File: src/rtl/rr_token_arbiter.sv
// -----------------------------------------------------------------------------
// rr_token_arbiter
//
// Round-robin arbiter granting one shared downstream resource to one of N
// requesters. A rotating priority pointer gives fairness. A bounded hold time
// pre-empts a holder that keeps the grant for MAX_HOLD cycles while somebody
// else is waiting.
//
// Ports
//   clk        : clock, all logic on the rising edge
//   rst        : synchronous reset, active-high
//   req[N]     : level request per requester, held while using the resource
//   gnt[N]     : registered one-hot grant (drives resource select/enable)
//   gnt_valid  : |gnt
//   gnt_id     : index of the granted requester, 0 when nothing is granted
//   timeout    : one-cycle pulse on the first cycle of a forcibly rotated grant
// -----------------------------------------------------------------------------
module rr_token_arbiter #(
    parameter  int N        = 4,
    parameter  int MAX_HOLD = 8,
    localparam int IDW      = (N > 1) ? $clog2(N) : 1
) (
    input  logic           clk,
    input  logic           rst,
    input  logic [N-1:0]   req,
    output logic [N-1:0]   gnt,
    output logic           gnt_valid,
    output logic [IDW-1:0] gnt_id,
    output logic           timeout
);

    localparam int HW = (MAX_HOLD > 1) ? $clog2(MAX_HOLD) : 1;

    localparam logic [0:0] ST_IDLE  = 1'b0;
    localparam logic [0:0] ST_GRANT = 1'b1;

    localparam logic [HW-1:0]  HOLD_LAST = HW'(MAX_HOLD - 1);
    localparam logic [IDW-1:0] LAST_IDX  = IDW'(N - 1);

    logic [0:0]     state_q,    state_d;
    logic [IDW-1:0] ptr_q,      ptr_d;
    logic [HW-1:0]  hold_cnt_q, hold_cnt_d;
    logic [N-1:0]   gnt_q,      gnt_d;
    logic [IDW-1:0] gnt_id_q,   gnt_id_d;
    logic           timeout_q,  timeout_d;

    // Candidates for the search: while a grant is active the current holder
    // is excluded, so the same search serves release and forced rotation.
    logic [N-1:0]   cand;
    logic           found;
    logic [IDW-1:0] win;
    logic [IDW-1:0] win_next;
    logic           holder_req;

    assign cand       = (state_q == ST_GRANT) ? (req & ~gnt_q) : req;
    assign holder_req = |(req & gnt_q);
    assign win_next   = (win == LAST_IDX) ? '0 : win + 1'b1;

    // Circular scan starting at ptr_q, ascending and wrapping N-1 -> 0.
    // The index is computed one bit wider so ptr + offset never overflows
    // before the modulo-N fold.
    always_comb begin
        found = 1'b0;
        win   = '0;
        for (int i = 0; i < N; i++) begin
            logic [IDW:0] idx;
            idx = {1'b0, ptr_q} + (IDW+1)'(i);
            if (idx >= (IDW+1)'(N)) begin
                idx = idx - (IDW+1)'(N);
            end
            if (!found && cand[idx[IDW-1:0]]) begin
                found = 1'b1;
                win   = idx[IDW-1:0];
            end
        end
    end

    always_comb begin
        state_d    = state_q;
        ptr_d      = ptr_q;
        hold_cnt_d = hold_cnt_q;
        gnt_d      = gnt_q;
        gnt_id_d   = gnt_id_q;
        timeout_d  = 1'b0;

        case (state_q)
            ST_IDLE: begin
                if (found) begin
                    state_d       = ST_GRANT;
                    gnt_d         = '0;
                    gnt_d[win]    = 1'b1;
                    gnt_id_d      = win;
                    ptr_d         = win_next;
                    hold_cnt_d    = '0;
                end
            end
            default: begin
                if (!holder_req) begin
                    // Release: hand over without an idle gap if possible.
                    hold_cnt_d = '0;
                    if (found) begin
                        gnt_d      = '0;
                        gnt_d[win] = 1'b1;
                        gnt_id_d   = win;
                        ptr_d      = win_next;
                    end else begin
                        state_d  = ST_IDLE;
                        gnt_d    = '0;
                        gnt_id_d = '0;
                    end
                end else if (hold_cnt_q == HOLD_LAST) begin
                    hold_cnt_d = '0;
                    if (found) begin
                        // Forced rotation away from a holder that hit the limit.
                        gnt_d      = '0;
                        gnt_d[win] = 1'b1;
                        gnt_id_d   = win;
                        ptr_d      = win_next;
                        timeout_d  = 1'b1;
                    end
                    // Uncontended: holder keeps the grant, counter wraps.
                end else begin
                    hold_cnt_d = hold_cnt_q + 1'b1;
                end
            end
        endcase
    end

    always_ff @(posedge clk) begin
        if (rst) begin
            state_q    <= ST_IDLE;
            ptr_q      <= '0;
            hold_cnt_q <= '0;
            gnt_q      <= '0;
            gnt_id_q   <= '0;
            timeout_q  <= 1'b0;
        end else begin
            state_q    <= state_d;
            ptr_q      <= ptr_d;
            hold_cnt_q <= hold_cnt_d;
            gnt_q      <= gnt_d;
            gnt_id_q   <= gnt_id_d;
            timeout_q  <= timeout_d;
        end
    end

    assign gnt       = gnt_q;
    assign gnt_valid = |gnt_q;
    assign gnt_id    = gnt_id_q;
    assign timeout   = timeout_q;

endmodule
File: config.mk
export PLATFORM = sky130hd
export DESIGN_NAME = rr_token_arbiter
export DESIGN_NICKNAME = d
export VERILOG_FILES = /design/src/rtl/rr_token_arbiter.sv
export SDC_FILE = /design/constraint.sdc
export NUM_CORES = 1
export LEC_CHECK = 0
export BUFFER_PORTS_ARGS = -buffer_cell sky130_fd_sc_hd__buf_2
export CORE_MARGIN = 8
export CORE_UTILIZATION = 57
export CTS_CLUSTER_DIAMETER = 40
export DETAILED_ROUTE_END_ITERATION = 7
export GPL_TIMING_DRIVEN = 0
export PLACE_DENSITY = 0.81
export SYNTH_ARGS = -nofsm -noshare
export SYNTH_HDL_FRONTEND = slang
export SYNTH_SLANG_ARGS = --single-unit
File: constraint.sdc
create_clock -name clk -period 3.35 [get_ports clk]
set_input_delay 0.335 -clock clk [delete_from_list [all_inputs] [get_ports clk]]
set_output_delay 0.335 -clock clk [all_outputs]
set_load 0.05 [all_outputs]
==> results.md <==
* Outcome: complete, no violations
* Synth unique cells at 31
* Async SR Flop Fraction at 0%
* I/O pin cnt at 14
* Fill cells at 112
* Worst-path clk slew at 80 ps
* Final hold slack at 417 ps
* Synthesized flop and latch total at 13
* Required @ worst endpoint at 3540 ps
* Fin. max-slew vios at 0
* Min-Delay Path Class: primary input to flop
* Post-synth net total at 103
* Unrepaired setup endpoints after global routing: false
* Largest net degree at the start of global routing at 11
* CTS Buffer Depth at 2
* Post-synth top area share at 33.2%
* Die Ht at 53.1 µm
* Final Skew at 4.93 ps
* GRT Total Usage at 13.7%
* Worst-Skew Late Latency at 280 ps
* Slew headroom at 62.9%
* Buffers added on ports at 12
* Antenna viol nets, final at 0
* Setup ws final at 1180 ps
* Clock root buffer: clkbuf_4
* Register area share after synthesis at 33.2%
* Post-route setup TNS at 0 ps
* Initial Util at 60.3%
* Final HPWL DP at 1.34 mm
* Max-Cap Viols at 0
* Final setup vio count at 0
* Drt first pass iters at 4
* Std cell rows at 13
* Post-Place Worst Slack at 1170 ps
* Area of the die at 2820 µm²
* First-pass GRT wire length at 2.94 mm
* Vias at 768
* Maximum vdd drop at 0.431 mV
* Endpoints failing hold at 0
* Cts hold-fix bufs at 0
* H-tree depth at 1
* Least-Margin Pin Slew at 555 ps
* DRC at 0
* Area leader, netlist: dfxtp_1
* Leakage at 0.368 nW
* Pwr dens at 772 nW/µm²
* Critical path peak fanout at 10
* Via-to-Cell Ratio at 6.30
* Clock buffer count from CTS at 3
* Chip Width at 53.1 µm
* Vias in the first global route at 640
* Antenna diodes at 0
* Final WL at 1.76 mm
* Mapped Area at 785 µm²
* CTS tree: yes
* Post-synth EDFFs at 0
* Core Area at 1300 µm²
* WL per Instance at 14.4 µm
* Synth cell count leaders: dfxtp_1 (13), nand2_1 (8), nand3_1 (7)
* Clk sinks at 13
* Critical path endpoint category: flop
* WS Path Type: flop to flop
* Resized Gates After CTS at 0
* Gpl congestion at 0.762
* Synth Flop Type: dfxtp_1
* Final #Nets at 120
* Synth Instances at 91
* Antenna violations before repair at 0
* Fin crit period at 2170 ps
* Syn avg cell area at 8.62 µm²
* Yosys warns at 0
* Layout cell share with drive strength beyond 1 at 21.5%
* Synth area leaders: dfxtp_1 (33%), ha_1 (9.6%), nand3_1 (4.5%)
* Final period util at 64.8%
* FMAX at 460 MHz
* P&R area growth vs syn at 13.4%
* Crit path DAT at 2360 ps
* Total congestion overflow at 0
* Crit start category: flop
* Count leader, synth: dfxtp_1
* Initial detailed-routing violation count at 22
* Setup Fix Bufs, Post-CTS at 0
==> stage by stage <==
| stage | cells | power [W] | area (µm²) | utilization, % |
|---|---|---|---|---|
| final | 122 | 0.000687 | 890 | 68.4 |
| after global routing | 122 | 0.000735 | 890 | 68.4 |
| after CTS | 122 | 0.000689 | 890 | 68.4 |
| after detailed placement | 118 | 0.000589 | 863 | 66.3 |
| after global placement | 118 | 0.000580 | 863 | 66.3 |
| after floorplan | 91 | 0.000510 | 785 | - |
==> state kept, by name (all words and copies together) (netlist names) <==
| register | flops |
|---|---|
| gnt | 4 |
| timeout | 1 |
| state_q | 1 |
| hold_cnt_q | 3 |
| gnt_id | 2 |
| ptr_q | 2 |
==> logic make-up after synthesis <==
logic type / Yosys count / share of synthesized area, %
AO/OA/AOI/OAI: 36 / 33.0
flip-flops: 13 / 33.2
adder cells (fa/ha/maj): 6 / 9.57
buffers and inverters: 8 / 4.47
AND/OR/NAND/NOR: 28 / 19.8
==> power by group <==
group / leakage [nW] / switching (W) / total (W) / internal [W]
logic: 0.247 / 0.000245 / 0.000350 / 0.000105
registers: 0.107 / 0.0000442 / 0.000235 / 0.000191
clock network: 0.0150 / 0.0000555 / 0.000102 / 0.0000462
==> layer usage <==
metal | GRT usage (%) | vias to the layer above | wire (µm) | part of all wire (%)
li1 | - | 383 | - | -
met1 | 17.2 | 348 | 820 | 47
met2 | 20.5 | 35 | 791 | 45
met3 | 4.48 | 2 | 140 | 8.0
met4 | 6.30 | 0 | 6 | 0.34
met5 | 0 | - | 0 | 0
==> final timing paths <==
| path | from | endpoint | slack, ps | depth (start not counted) |
|---|---|---|---|---|
| max | state_q | ptr_q[0] | 1180 | 8 |
| min | rst | hold_cnt_q[1] | 420 | 2 |
| max reg2reg | state_q | ptr_q[0] | 1180 | 8 |
| min reg2reg | gnt_id[0] | gnt_id[0] | 470 | 2 |
==> critical path: stages, from the launching register on <==
cell and delay [ps]:
dfxtp_1 330, buf_4 170, a21boi_2 270, nand3_1 110
a21oi_1 250, nor2_1 110, ha_1 200, or4_1 510
o32ai_1 130
==> cell type report <==
| cell class | count | area (µm²) | share of cell area (%) |
|---|---|---|---|
| Sequential cell | 13 | 260 | 29.3 |
| Buffer | 4 | 20.0 | 2.25 |
| Timing Repair Buffer | 12 | 60.1 | 6.75 |
| Inverter | 4 | 15.0 | 1.69 |
| Clock buffer | 4 | 26.3 | 2.95 |
| Multi-Input combinational cell | 70 | 489 | 55.0 |
| Tap cell | 15 | 18.8 | 2.11 |
==> cell usage in the layout (no fill, tap or decap), drive strengths merged, types with 2 or more instances in the layout <==
master,Yosys,layout
a21boi,5,5
a22oi,2,2
nand3,7,7
or4,3,3
a21bo,2,2
inv,4,4
ha,6,6
o32ai,2,2
a21oi,6,6
o21ai,6,6
nand2,8,8
clkbuf,2,6
nor2,5,5
dfxtp,13,13
o22ai,3,3
buf,2,14
o2111ai,4,4
(Power assumes the default switching activity.)
